**config.mk**
```make
export PLATFORM = sky130hd
export DESIGN_NAME = i2c_init_sequencer
export DESIGN_NICKNAME = d
export VERILOG_FILES = /design/src/rtl/i2c_pkg.sv /design/src/rtl/i2c_seq_rom.sv /design/src/rtl/i2c_init_sequencer.sv
export SDC_FILE = /design/constraint.sdc
export NUM_CORES = 1
export LEC_CHECK = 0
export BUFFER_PORTS_ARGS = -buffer_cell sky130_fd_sc_hd__buf_2
export CAP_MARGIN = 10
export CORE_AREA = 2 2 60 62
export CTS_BUF_LIST = sky130_fd_sc_hd__clkbuf_2 sky130_fd_sc_hd__clkbuf_4 sky130_fd_sc_hd__clkbuf_8
export DETAILED_ROUTE_END_ITERATION = 6
export DIE_AREA = 0 0 62 64
export GPL_TIMING_DRIVEN = 0
export PLACE_DENSITY_LB_ADDON = 0.05
export SYNTH_ARGS = -nofsm -noshare
export SYNTH_HDL_FRONTEND = slang
export SYNTH_SLANG_ARGS = --single-unit
```
**constraint.sdc**
```tcl
create_clock -name clk -period 1.96 [get_ports clk]
set_input_delay 0.392 -clock clk [delete_from_list [all_inputs] [get_ports clk]]
set_output_delay 0.392 -clock clk [all_outputs]
set_load 0.02 [all_outputs]
```
**src/rtl/i2c_pkg.sv**
```systemverilog
// Shared types for the I2C init sequencer: table entry layout, FSM encoding and the
// default power-up register table walked by the sequencer.
package i2c_pkg;

    typedef struct packed {
        logic [6:0] addr;
        logic [7:0] sub;
        logic [7:0] data;
    } entry_t;

    localparam int ENTRY_W   = 23;
    localparam int TABLE_LEN = 8;

    typedef enum logic [2:0] {
        ST_IDLE      = 3'd0,
        ST_ISSUE     = 3'd1,
        ST_WAIT_ACC  = 3'd2,
        ST_WAIT_DONE = 3'd3,
        ST_ADVANCE   = 3'd4
    } state_t;

    // Entries past TABLE_LEN read back as all-zero writes.
    localparam entry_t INIT_TABLE [TABLE_LEN] = '{
        '{addr: 7'h55, sub: 8'hAA, data: 8'hAA},
        '{addr: 7'h68, sub: 8'h20, data: 8'h0F},
        '{addr: 7'h68, sub: 8'h21, data: 8'h00},
        '{addr: 7'h68, sub: 8'h22, data: 8'h3C},
        '{addr: 7'h1A, sub: 8'h00, data: 8'h80},
        '{addr: 7'h1A, sub: 8'h01, data: 8'h17},
        '{addr: 7'h1A, sub: 8'h04, data: 8'h12},
        '{addr: 7'h1A, sub: 8'h09, data: 8'h01}
    };

endpackage

```
**src/rtl/i2c_seq_rom.sv**
```systemverilog
// Combinational lookup of one init-table entry by index; the sequencer registers the result.
import i2c_pkg::*;

module i2c_seq_rom (
    input  logic [7:0]         idx_i,
    output logic [ENTRY_W-1:0] entry_o
);

    always_comb begin
        entry_o = '0;
        if (idx_i < 8'(TABLE_LEN)) begin
            entry_o = INIT_TABLE[idx_i[2:0]];
        end
    end

endmodule

```
**src/rtl/i2c_init_sequencer.sv**
```systemverilog
// Walks the init table, handing one write at a time to an I2C master via start/ready/done.
// Optional per-transfer watchdog when I2C_SEQ_TIMEOUT_EN is defined.
import i2c_pkg::*;

module i2c_init_sequencer #(
    parameter int N_ENTRIES = 8,
    parameter int TIMEOUT   = 4096
) (
    input  logic       clk,
    input  logic       reset,
    input  logic       go,
    input  logic       ready,
    input  logic       done,
    output logic       start,
    output logic [6:0] addr,
    output logic [7:0] sub,
    output logic [7:0] data,
    output logic       busy,
    output logic       seq_done,
    output logic [7:0] index,
    output logic       error,
    output logic [2:0] state_dbg
);

    // Handshake: start rises in ISSUE and stays high until the master has shown ready=1
    // (accepted) and then ready=0 (running); done is only honoured in WAIT_DONE and must
    // fall again before the next entry is issued.
    localparam logic [7:0] LAST_IDX = 8'(N_ENTRIES - 1);

    state_t             state_q;
    entry_t             entry_q;
    logic [7:0]         index_q;
    logic               start_q;
    logic               seq_done_q;
    logic [7:0]         rom_idx;
    logic [ENTRY_W-1:0] entry_d;

`ifdef I2C_SEQ_TIMEOUT_EN
    localparam logic [15:0] TO_LAST = 16'(TIMEOUT - 1);
    logic [15:0] cnt_q;
    logic        error_q;
`else
    logic unused_timeout;
    assign unused_timeout = (TIMEOUT > 0);
`endif

    // The ROM is addressed with the index about to be loaded, so the entry registers
    // update on the same edge as index.
    assign rom_idx = (state_q == ST_ADVANCE) ? index_q + 8'd1 : 8'd0;

    i2c_seq_rom u_rom (
        .idx_i   (rom_idx),
        .entry_o (entry_d)
    );

    always_ff @(posedge clk or negedge reset) begin
        if (!reset) begin
            state_q    <= ST_IDLE;
            entry_q    <= '0;
            index_q    <= '0;
            start_q    <= 1'b0;
            seq_done_q <= 1'b0;
`ifdef I2C_SEQ_TIMEOUT_EN
            cnt_q      <= '0;
            error_q    <= 1'b0;
`endif
        end else begin
            seq_done_q <= 1'b0;
            case (state_q)
                ST_IDLE: begin
                    if (go) begin
                        state_q <= ST_ISSUE;
                        index_q <= '0;
                        entry_q <= entry_t'(entry_d);
                        start_q <= 1'b1;
`ifdef I2C_SEQ_TIMEOUT_EN
                        cnt_q   <= '0;
                        error_q <= 1'b0;
`endif
                    end
                end
                ST_ISSUE: begin
                    if (ready) state_q <= ST_WAIT_ACC;
                end
                ST_WAIT_ACC: begin
                    if (!ready) begin
                        start_q <= 1'b0;
                        state_q <= ST_WAIT_DONE;
                    end
                end
                ST_WAIT_DONE: begin
                    if (done) state_q <= ST_ADVANCE;
                end
                ST_ADVANCE: begin
                    if (!done) begin
                        if (index_q == LAST_IDX) begin
                            state_q    <= ST_IDLE;
                            seq_done_q <= 1'b1;
                        end else begin
                            state_q <= ST_ISSUE;
                            index_q <= index_q + 8'd1;
                            entry_q <= entry_t'(entry_d);
                            start_q <= 1'b1;
`ifdef I2C_SEQ_TIMEOUT_EN
                            cnt_q   <= '0;
`endif
                        end
                    end
                end
                default: begin
                    state_q <= ST_IDLE;
                    start_q <= 1'b0;
                end
            endcase
`ifdef I2C_SEQ_TIMEOUT_EN
            // Abort overrides whatever the handshake decided this cycle.
            if (state_q == ST_ISSUE || state_q == ST_WAIT_ACC || state_q == ST_WAIT_DONE) begin
                if (cnt_q == TO_LAST) begin
                    state_q    <= ST_IDLE;
                    start_q    <= 1'b0;
                    error_q    <= 1'b1;
                    seq_done_q <= 1'b1;
                end else begin
                    cnt_q <= cnt_q + 16'd1;
                end
            end
`endif
        end
    end

    assign start     = start_q;
    assign addr      = entry_q.addr;
    assign sub       = entry_q.sub;
    assign data      = entry_q.data;
    assign busy      = (state_q != ST_IDLE);
    assign seq_done  = seq_done_q;
    assign index     = index_q;
    assign state_dbg = state_q;
`ifdef I2C_SEQ_TIMEOUT_EN
    assign error     = error_q;
`else
    assign error     = 1'b0;
`endif

endmodule

```
==> summary.md, run 1 <==
| Metric | Value |
|---|---|
| Finished Core Util | between 60% and 70% |
| Die H | between 60 and 70 um |
| DP Cell Count | between 200 and 300 |
| DR iter-0 viols | 74 |
| Num CTS Buffers | 5 |
| Most used DFF post-synth | dfrtp_1 |
| Clock-pin slew on the worst setup and hold paths | 0.10 ns |
| Vias per cell | about 5.1 |
| Mapped Cells | around 190 |
| CP Data Arrival Time | ~2.1 ns |
| Flops & latches, synth | 29 |
| Share of cells above drive strength 1 | around two fifths |
| Reg2Reg Depth | 7 |
| Rel. slew slack | between 50 and 60% |
| NumNets Final | around 260 |
| Routed WL per cell | 13.2 um |
| Max FO, Critical Path | 9 |
| Port bufs | 38 |
| GPL Wtd Cong | between 0.8 and 0.9 |
| Flop pwr share | 34.2% |
| Peak Freq | 528 MHz |
| Area grow syn2layout | 25.5% |
| Largest net degree at the start of global routing | 30 |
| Min cycle time layout | approximately 1.9 ns |
| Sw frac | 43.6% |
| Peak VDD IR | approximately 0.00087 V |
| Die area | approximately 0.0040 sq mm |
| Critical-path cell list | ha_4 -> and2_4 -> and4b_1 -> a211oi_2 -> o211ai_2 -> buf_4 -> o31ai_1 |
| Post-synth top area share | between 40% and 50% |
| Cell internal pwr | roughly 1.4 mW |
| Leakage power | approximately 1.1 nW |
| Sink Count | 29 |
| H-tree levels | 2 |
| Worst Hold Class | in -> async |
| All-Layer GR Usage | a little over a fifth |
| Routed Antenna Nets | 0 |
| Clk pwr share | roughly 14% |
| Row count | 21 |
| Status | finished clean |
| Pwr Density | about 1200 mW/mm^2 |
| Via count | 1495 |
| Pwr Total | 2.56 mW |
| I/O pin cnt | between 40 and 50 |
| Comb pwr share | around 50% |
| Startpoint types | flip-flop |
| Setup-failing EPs final | 0 |
| Core footprint | ~0.0033 sq mm |
| Ys Warns | 0 |
| RR Endpoint | data[3] |
| Die width | 62 um |
| P_sw | between 1 and 1.5 mW |
| Max clock buf depth | 2 |
| Reg-to-reg startpoint | index[0] |
| Post-DP HPWL | about 2.6 mm |
| GR Overflow Total | 0 |
| Mapped cell area | ~0.0017 sq mm |
| Slowest CP cell | dfrtp_2 |
| Fin Clk Skew | 0.00647 ns |
| Sequential fraction of the synthesis area | 41.9% |
| # fillers | 299 |
| Post-synth ARST share | between 90% and 100% |
| Reg-to-reg slack, setup | ~0.065 ns |
| Number of synthesized flops with an enable pin | 0 |
| Slew Limit Fails | 0 |
| Final hold violations | 0 |
| Worst EP required | ~2.2 ns |
| Worst Tran Pin Value | around 0.65 ns |
| Area contributors post-synth | dfrtp_1 42%, nand2_1 6.3%, ha_1 5.1% |
| Max-capacitance violation count | 0 |
| Routed wire length | 3.83 mm |
| Crit path capture type | flip-flop |
| Leading area contributor after synthesis | dfrtp_1 |
| Vias in the first global route | 1342 |
| CTS tree | yes |
| Antenna diodes | 0 |
| Delay of the slowest critical-path stage | between 0.4 and 0.5 ns |
| DRC | 0 |
| CP Class | reg -> reg |
| Syn Area/Cell | between 9 and 10 sq um |
| Initial Utilization | 52.8% |
| Post-route insts no fill | roughly 290 |
| Register area | ~730 sq um |
| Period utilization | a little over nine tenths |
| Initial antenna violation count | 0 |
| Hold Buf Count CTS | 0 |
| Clock root buffer | clkbuf_4 |
| Unique masters post-synth | 41 |
| First-pass GRT wire length | between 6 and 7 mm |
| Later-pin clock latency in the skew report | around 0.34 ns |
| Multi-input logic area | 908 sq um |
| 1st-pass router iterations | 4 |
[routing by layer]
metal,global-route usage [%],vias to the layer above,routed length [um]
li1,-,743,-
met1,30.0,701,1690
met2,32.0,44,1850
met3,7.09,7,248
met4,6.91,0,46
met5,0,-,0
[flip-flops by register name, indices dropped and copies added, names as in the netlist]
name / flops
sub: 5
start: 1
seq_done: 1
data: 6
index: 8
addr: 5
state_dbg: 3
[placed cells by master, fill, tap and decap left out, types with 3 or more instances in the layout]
| cell | n |
|---|---|
| inv_1 | 3 |
| dfrtp_1 | 27 |
| and2_1 | 4 |
| clkbuf_4 | 7 |
| ha_1 | 6 |
| a21oi_1 | 6 |
| o21ai_0 | 16 |
| nor2b_1 | 6 |
| nor2_1 | 11 |
| o21ai_2 | 10 |
| nand2_1 | 27 |
| nand2b_1 | 3 |
| conb_1 | 4 |
| o31ai_1 | 7 |
| nand3_1 | 3 |
| buf_4 | 22 |
| buf_2 | 42 |
[kinds of logic after synthesis]
kind of cell / share of synthesized area [%]
and+or+nand+nor: 21.1
AOI/OAI and AO/OA: 19.6
DFF: 41.9
buffers and inverters: 8.95
adders and majority gates: 5.05
xor gates and xnor gates: 2.02
muxes: 1.16
other: 0.216
[worst max-delay path: cells and delay by family (launching register included)]
family	cells	cell delay, ns
buffers and inverters	1	0.18
DFF	1	0.49
adders and majority gates	1	0.21
AOI/OAI and AO/OA	3	0.56
and+or+nand+nor	2	0.35
[per-stage QoR]
step | hold WS, ns | TNS (ns) | area [sq um] | setup slack (ns)
4_1_cts | 0.0886 | 0 | 2090 | 0.0101
2_1_floorplan | 0.0964 | 0 | 1740 | 0.0723
3_5_place_dp | 0.458 | -0.264 | 1990 | -0.0462
5_1_grt | 0.0981 | -0.0674 | 2170 | -0.0340
6_report | 0.0745 | 0 | 2170 | 0.0645
3_3_place_gp | 0.449 | -0.0419 | 1990 | -0.0242
[power by group through the flow]
stage / registers, mW / clock network (mW) / logic [mW]
6_report: 0.876 / 0.367 / 1.32
5_1_grt: 0.903 / 0.413 / 1.45
4_1_cts: 0.871 / 0.374 / 1.27
3_5_place_dp: 0.881 / 0 / 1.24
2_1_floorplan: 1.07 / 0 / 0.700
3_3_place_gp: 0.870 / 0 / 1.23
[timing repair]
item,CTS,global route
setup buffers,4,6
endpoints found under the setup margin,11,23
gates resized for setup,4,10
pin swaps,1,2
[area by class of cell]
class                   count  area share (%)
plain buffers              21            6.85
clock buffers               6            2.07
clock inverters             2           0.460
inverters                   3           0.518
multi-input cells         136            41.8
flip-flops and latches     29            33.5
well taps                  46            2.65
repair buffers             48            12.2
[synth_stat cells, types with 3 or more instances]
cell type  count
nor2_1        12
o21ai_2       10
o31ai_1        7
inv_1          3
a21oi_1        6
buf_4         11
nor2b_1        6
o21ai_0       16
and2_1         4
dfrtp_1       29
ha_1           7
nand2b_1       3
nand3_1        3
nand2_1       29
buf_2          6
[worst max-delay path by stage]
| stage | to | from | depth (start not counted) |
|---|---|---|---|
| after floorplan | index[7] | index[0] | 6 |
| after global placement | sub[3] | state_dbg[0] | 9 |
| after detailed placement | sub[3] | index[0] | 6 |
| after CTS | sub[3] | state_dbg[0] | 9 |
| after global routing | data[1] | state_dbg[2] | 7 |
| final | data[3] | index[0] | 7 |
(Power assumes the default switching activity.)
==> run 2: changes to the inputs <==
--- a/config.mk
+++ b/config.mk
@@ -7,11 +7,12 @@
 export LEC_CHECK = 0
 export BUFFER_PORTS_ARGS = -buffer_cell sky130_fd_sc_hd__buf_2
 export CAP_MARGIN = 10
-export CORE_AREA = 2 2 60 62
+export CELL_PAD_IN_SITES_DETAIL_PLACEMENT = 0
+export CELL_PAD_IN_SITES_GLOBAL_PLACEMENT = 1
+export CORE_AREA = 2 2 69 71
 export CTS_BUF_LIST = sky130_fd_sc_hd__clkbuf_2 sky130_fd_sc_hd__clkbuf_4 sky130_fd_sc_hd__clkbuf_8
 export DETAILED_ROUTE_END_ITERATION = 6
-export DIE_AREA = 0 0 62 64
-export GPL_TIMING_DRIVEN = 0
+export DIE_AREA = 0 0 71 73
 export PLACE_DENSITY_LB_ADDON = 0.05
 export SYNTH_ARGS = -nofsm -noshare
 export SYNTH_HDL_FRONTEND = slang
==> run 2 against run 1 <==
Clock power up 39%. Total power up 0.94%. Sequential share of layout area up 1.6 points. Critical path depth down 4. Highest routed layer unchanged. Non-clock buffer count down 18. Global-route usage down 5.9 points.
==> summary.md, run 2 (synthesis results as in run 1) <==
| Metric | Value |
|---|---|
| Clock root buffer | clkbuf_8 |
| Min cycle time layout | ~1.8 ns |
| Pwr Density | between 1000 and 1500 mW/mm^2 |
| Area grow syn2layout | 19.3% |
| Peak VDD IR | approximately 0.0005 V |
| Worst EP required | 1.57 ns |
| Routed Antenna Nets | 0 |
| Rel. slew slack | a little under three fifths |
| Setup Fix Bufs, Post-CTS | 0 |
| Core footprint | roughly 0.0045 sq mm |
| Crit path capture type | output pin |
| Die H | approximately 73 um |
| Period utilization | 93.1% |
| CP Class | reg -> out |
| Max clock buf depth | 2 |
| GR Overflow Total | 0 |
| Status | finished clean |
| Antenna diodes | 0 |
| M1 GR Usage | 19.5% |
| # fillers | 458 |
| Vias per cell | around 5.1 |
| Port bufs | 38 |
| Peak Freq | approximately 550 MHz |
| I/O pin cnt | 43 |
| CTS tree | yes |
| Placed Area | 0.00197 sq mm |
| Routed WL per cell | 13.7 um |
| Final hold violations | 0 |
| Max-capacitance violation count | 0 |
| Sink Count | 29 |
| Die area | 0.00518 sq mm |
| Commonest non-fill, non-tap cells in the layout | 38 x buf_2, 29 x nand2_1, 29 x dfrtp_1, 16 x o21ai_0 |
| Row count | 25 |
| WHS | around 0.14 ns |
| Startpoint types | flip-flop |
| Die width | between 70 and 80 um |
| Vias in the first global route | approximately 1.3k |
| Via count | about 1.4k |
| Worst Tran Pin Value | around 0.66 ns |
| Later-pin clock latency in the skew report | around 0.28 ns |
| Slew Limit Fails | 0 |
| RSZ-0062 raised after global routing | false |
| Clock-pin slew on the worst setup and hold paths | approximately 0.07 ns |
| CP Data Arrival Time | between 1 and 1.5 ns |
| DR iter-0 viols | 70 |
| Routed wire length | 3.84 mm |
| Register area | between 700 and 800 sq um |
| First-pass GRT wire length | 6.37 mm |
| Post-DP HPWL | roughly 2.9 mm |
| Initial antenna violation count | 0 |
| Most common cell after layout, fill and taps aside | buf_2 |
| Setup-failing EPs final | 0 |
| Reg2Reg Depth | 6 |
| Hold Buf Count CTS | 0 |
| GPL Wtd Cong | 0.776 |
| GR Util met3 | approximately 4.6% |
| DRC | 0 |
| 1st-pass router iterations | 4 |
| Largest net degree at the start of global routing | 30 |
| TNS Setup | 0 ns |
| Multi-input logic area | around 870 sq um |
| Max FO, Critical Path | 10 |
| NumNets Final | around 240 |
| Fin Clk Skew | 0.00903 ns |
| Final instance area | roughly 0.0021 sq mm |
| Met2 usage | a little over a quarter |
| Initial Utilization | a little under two fifths |
| Leakage power | about 1 nW |
| All-Layer GR Usage | 15.9% |
| Most used routing layer | met2 |
| Share of cells above drive strength 1 | around a third |
| Max reg flops | 8 |
| H-tree levels | 2 |
| Num CTS Buffers | 5 |
| Worst Hold Class | in -> async |
## run 2: cell count changes in the layout (fill, tap and decap cells not counted), sizes merged
| cell | delta |
|---|---|
| buf | -16 |
| clkinv | -2 |
| clkbuf | -1 |
## run 2: timing repair
item	in CTS	in global routing
resized for setup	0	2
endpoints found under the setup margin	0	20
endpoints found under the hold margin	0	0
## run 2: cell type report
type                       count  share of cell area, %
clock buffer                   7                   4.36
inverter                       3                  0.545
multi-input combinational    136                   42.2
sequential                    29                   35.1
tap                           54                   3.27
timing repair buffer          51                   14.5
## run 2: worst max-delay path: stages (launching register included)
cell	delay [ns]
dfrtp_1	0.43
buf_4	0.20
or3_1	0.36
buf_2	0.16
## run 2: where the power goes
group          internal (mW)  total (mW)  switching [mW]
clock network          0.292       0.511           0.219
logic                  0.452        1.20           0.751
registers              0.760       0.870           0.110
total                   1.50        2.58            1.08
## run 2: worst paths after layout
| check | start | to | slack, ns |
|---|---|---|---|
| setup / recovery | state_dbg[1] | busy | 0.14 |
| min in group clk | done | seq_done | 0.33 |
| setup reg to reg | index[2] | addr[5] | 0.17 |
| hold reg to reg | data[2] | data[2] | 0.47 |
| max in group asynchronous | reset | seq_done | 1.39 |
| hold / removal | reset | index[0] | 0.14 |
## run 2: through the flow
stage / worst slack, ns / util [%] / total power [mW] / instances
final: 0.136 / 45.6 / 2.58 / 280
after global routing: 0.00123 / 45.6 / 2.77 / 280
after CTS: 0.104 / 45.4 / 2.62 / 280
after detailed placement: 0.132 / 43.4 / 2.10 / 273
after global placement: 0.171 / 43.4 / 2.08 / 273
after floorplan: 0.0723 / - / 1.77 / 189
## run 2: per-layer routing
| metal | part of all wire, % | vias up |
|---|---|---|
| li1 | - | 710 |
| met3 | 5.0 | 5 |
| met1 | 45 | 677 |
| met4 | 1.3 | 0 |
| met5 | 0 | - |
| met2 | 49 | 48 |
==> run 3: changes to the inputs <==
--- a/config.mk
+++ b/config.mk
@@ -13,7 +13,7 @@
 export CTS_BUF_LIST = sky130_fd_sc_hd__clkbuf_2 sky130_fd_sc_hd__clkbuf_4 sky130_fd_sc_hd__clkbuf_8
 export DETAILED_ROUTE_END_ITERATION = 6
 export DIE_AREA = 0 0 71 73
-export PLACE_DENSITY_LB_ADDON = 0.05
+export PLACE_DENSITY_LB_ADDON = 0.2
 export SYNTH_ARGS = -nofsm -noshare
 export SYNTH_HDL_FRONTEND = slang
 export SYNTH_SLANG_ARGS = --single-unit
==> run 3 against run 2 <==
Clock skew down 0.0034 ns. Die area unchanged. Core utilization up 1.0 points. Hold slack better by 0.0049 ns. Design area up 2.2%. Largest power group unchanged. Critical endpoint is now sub[3]. Total power up 2.9%.
==> summary.md, run 3 (synthesis results as in run 1) <==
| Metric | Value |
|---|---|
| Status | finished clean |
| Met3 WL | between 150 and 200 um |
| Met2 WL | about 2.0 mm |
| Die H | 73 um |
| Routed WL per cell | 14.0 um |
| Antenna diodes | 0 |
| Row count | 25 |
| Peak VDD IR | approximately 0.00056 V |
| Commonest non-fill, non-tap cells in the layout | 38 x buf_2, 29 x nand2_1, 29 x dfrtp_1, 16 x o21ai_0, 14 x buf_4 |
| First-pass GRT wire length | between 6 and 7 mm |
| Routed Antenna Nets | 0 |
| DRC | 0 |
| WL met1 | about 1.8 mm |
| GR Overflow Total | 0 |
| Hold Buf Count CTS | 0 |
| Area grow syn2layout | 21.9% |
| Min cycle time layout | 1.85 ns |
| Core footprint | 0.00454 sq mm |
| Delay of the slowest critical-path stage | around 0.38 ns |
| Die width | 71 um |
| Crit path capture type | flip-flop |
| TNS Setup | 0 ns |
| Worst EP required | ~2.2 ns |
| I/O pin cnt | 43 |
| Max reg flops | 8 |
| Peak Freq | roughly 540 MHz |
| Vias in the first global route | between 1k and 1.5k |
| Critical-path cell list | ha_1 -> and2_4 -> and4b_1 -> a211oi_2 -> o211ai_4 -> buf_4 -> o21ai_2 |
| Die area | ~0.0052 sq mm |
| Max-capacitance violation count | 0 |
| H-tree levels | 2 |
| Worst Tran Pin Value | 0.667 ns |
| GPL Wtd Cong | approximately 0.84 |
| Pwr Total | 2.66 mW |
| CP Class | reg -> reg |
| Post-DP HPWL | ~3 mm |
| Leakage power | approximately 1.1 nW |
| CTS tree | yes |
| Pwr Density | 1260 mW/mm^2 |
| Port bufs | 38 |
| Slowest CP cell | dfrtp_1 |
| Max FO, Critical Path | 8 |
| Setup-failing EPs final | 0 |
| Final hold violations | 0 |
| Num CTS Buffers | 5 |
| Most common cell after layout, fill and taps aside | buf_2 |
| PostCTS Resize Cnt | 0 |
| Slew Limit Fails | 0 |
| Startpoint types | flip-flop |
| Max clock buf depth | 2 |
| Initial Utilization | roughly two fifths |
| DR iter-0 viols | 65 |
| Vias per cell | slightly above 5 |
| 1st-pass router iterations | 4 |
| Via count | 1476 |
| Top Layer Used | met4 |
| Period utilization | between 90% and 100% |
| Clock root buffer | clkbuf_8 |
| Rel. slew slack | about 56% |
| NumNets Final | approximately 240 |
| Largest net degree at the start of global routing | 30 |
| Later-pin clock latency in the skew report | 0.28 ns |
| RSZ-0062 raised after global routing | false |
| Setup Fix Bufs, Post-CTS | 0 |
| Fin Clk Skew | 0.00566 ns |
| Worst Hold Class | in -> async |
| Clock-pin slew on the worst setup and hold paths | about 0.070 ns |
| Share of cells above drive strength 1 | 33.9% |
| Routed wire length | 3.96 mm |
| All-Layer GR Usage | 17.0% |
| CP Data Arrival Time | roughly 2 ns |
| Initial antenna violation count | 0 |
| Sink Count | 29 |
[run 3: cell types whose count changed in the layout (fill, tap and decap cells not counted), sizes merged]
cell	change
buf	+3
clkinv	+1
[run 3: cell type report]
cell class              count  area (sq um)
fillers                   453          2420
well taps                  54          67.6
multi-input cells         136           872
clock buffers               7          96.3
repair buffers             54           335
inverters                   3          11.3
flip-flops and latches     29           726
clock inverters             1          5.00
[run 3: where the power goes]
group | internal (mW) | switching (mW)
sequential | 0.760 | 0.119
clock | 0.317 | 0.229
combinational | 0.474 | 0.761
total | 1.55 | 1.11
[run 3: through the flow]
stage / utilization (%) / instances / cell area, sq um / setup WS [ns] / hold WS [ns]
floorplan: - / 189 / 1740 / 0.0723 / 0.0964
global placement: 44.2 / 276 / 2000 / 0.153 / 0.453
global route: 46.6 / 284 / 2110 / 0.00334 / 0.190
detailed placement: 44.2 / 276 / 2000 / 0.0923 / 0.469
CTS: 46.4 / 284 / 2100 / 0.0792 / 0.168
finish: 46.6 / 284 / 2110 / 0.108 / 0.145
[run 3: metal layers]
layer  global-route usage [%]  up-vias
met5                        0        -
met4                     6.92        0
met3                     3.31        5
met2                     29.8       34
met1                     20.5      724
li1                         -      713
[run 3: final timing paths]
path,start,end,slack (ns),cells past startpoint
hold / removal,reset,data[1],0.15,1
setup / recovery,index[0],sub[3],0.11,7
max in group asynchronous,reset,state_dbg[2],1.39,1
setup reg to reg,index[0],sub[3],0.11,7
hold reg to reg,sub[2],sub[2],0.48,2
min in group clk,done,seq_done,0.32,2
[run 3: critical path, delay by kind of cell, from the launching register on]
kind / cells / cell delay, ns
fa+ha+maj: 1 / 0.27
compound gates: 3 / 0.58
simple gates: 2 / 0.37
buf+inv: 1 / 0.19
flops: 1 / 0.38
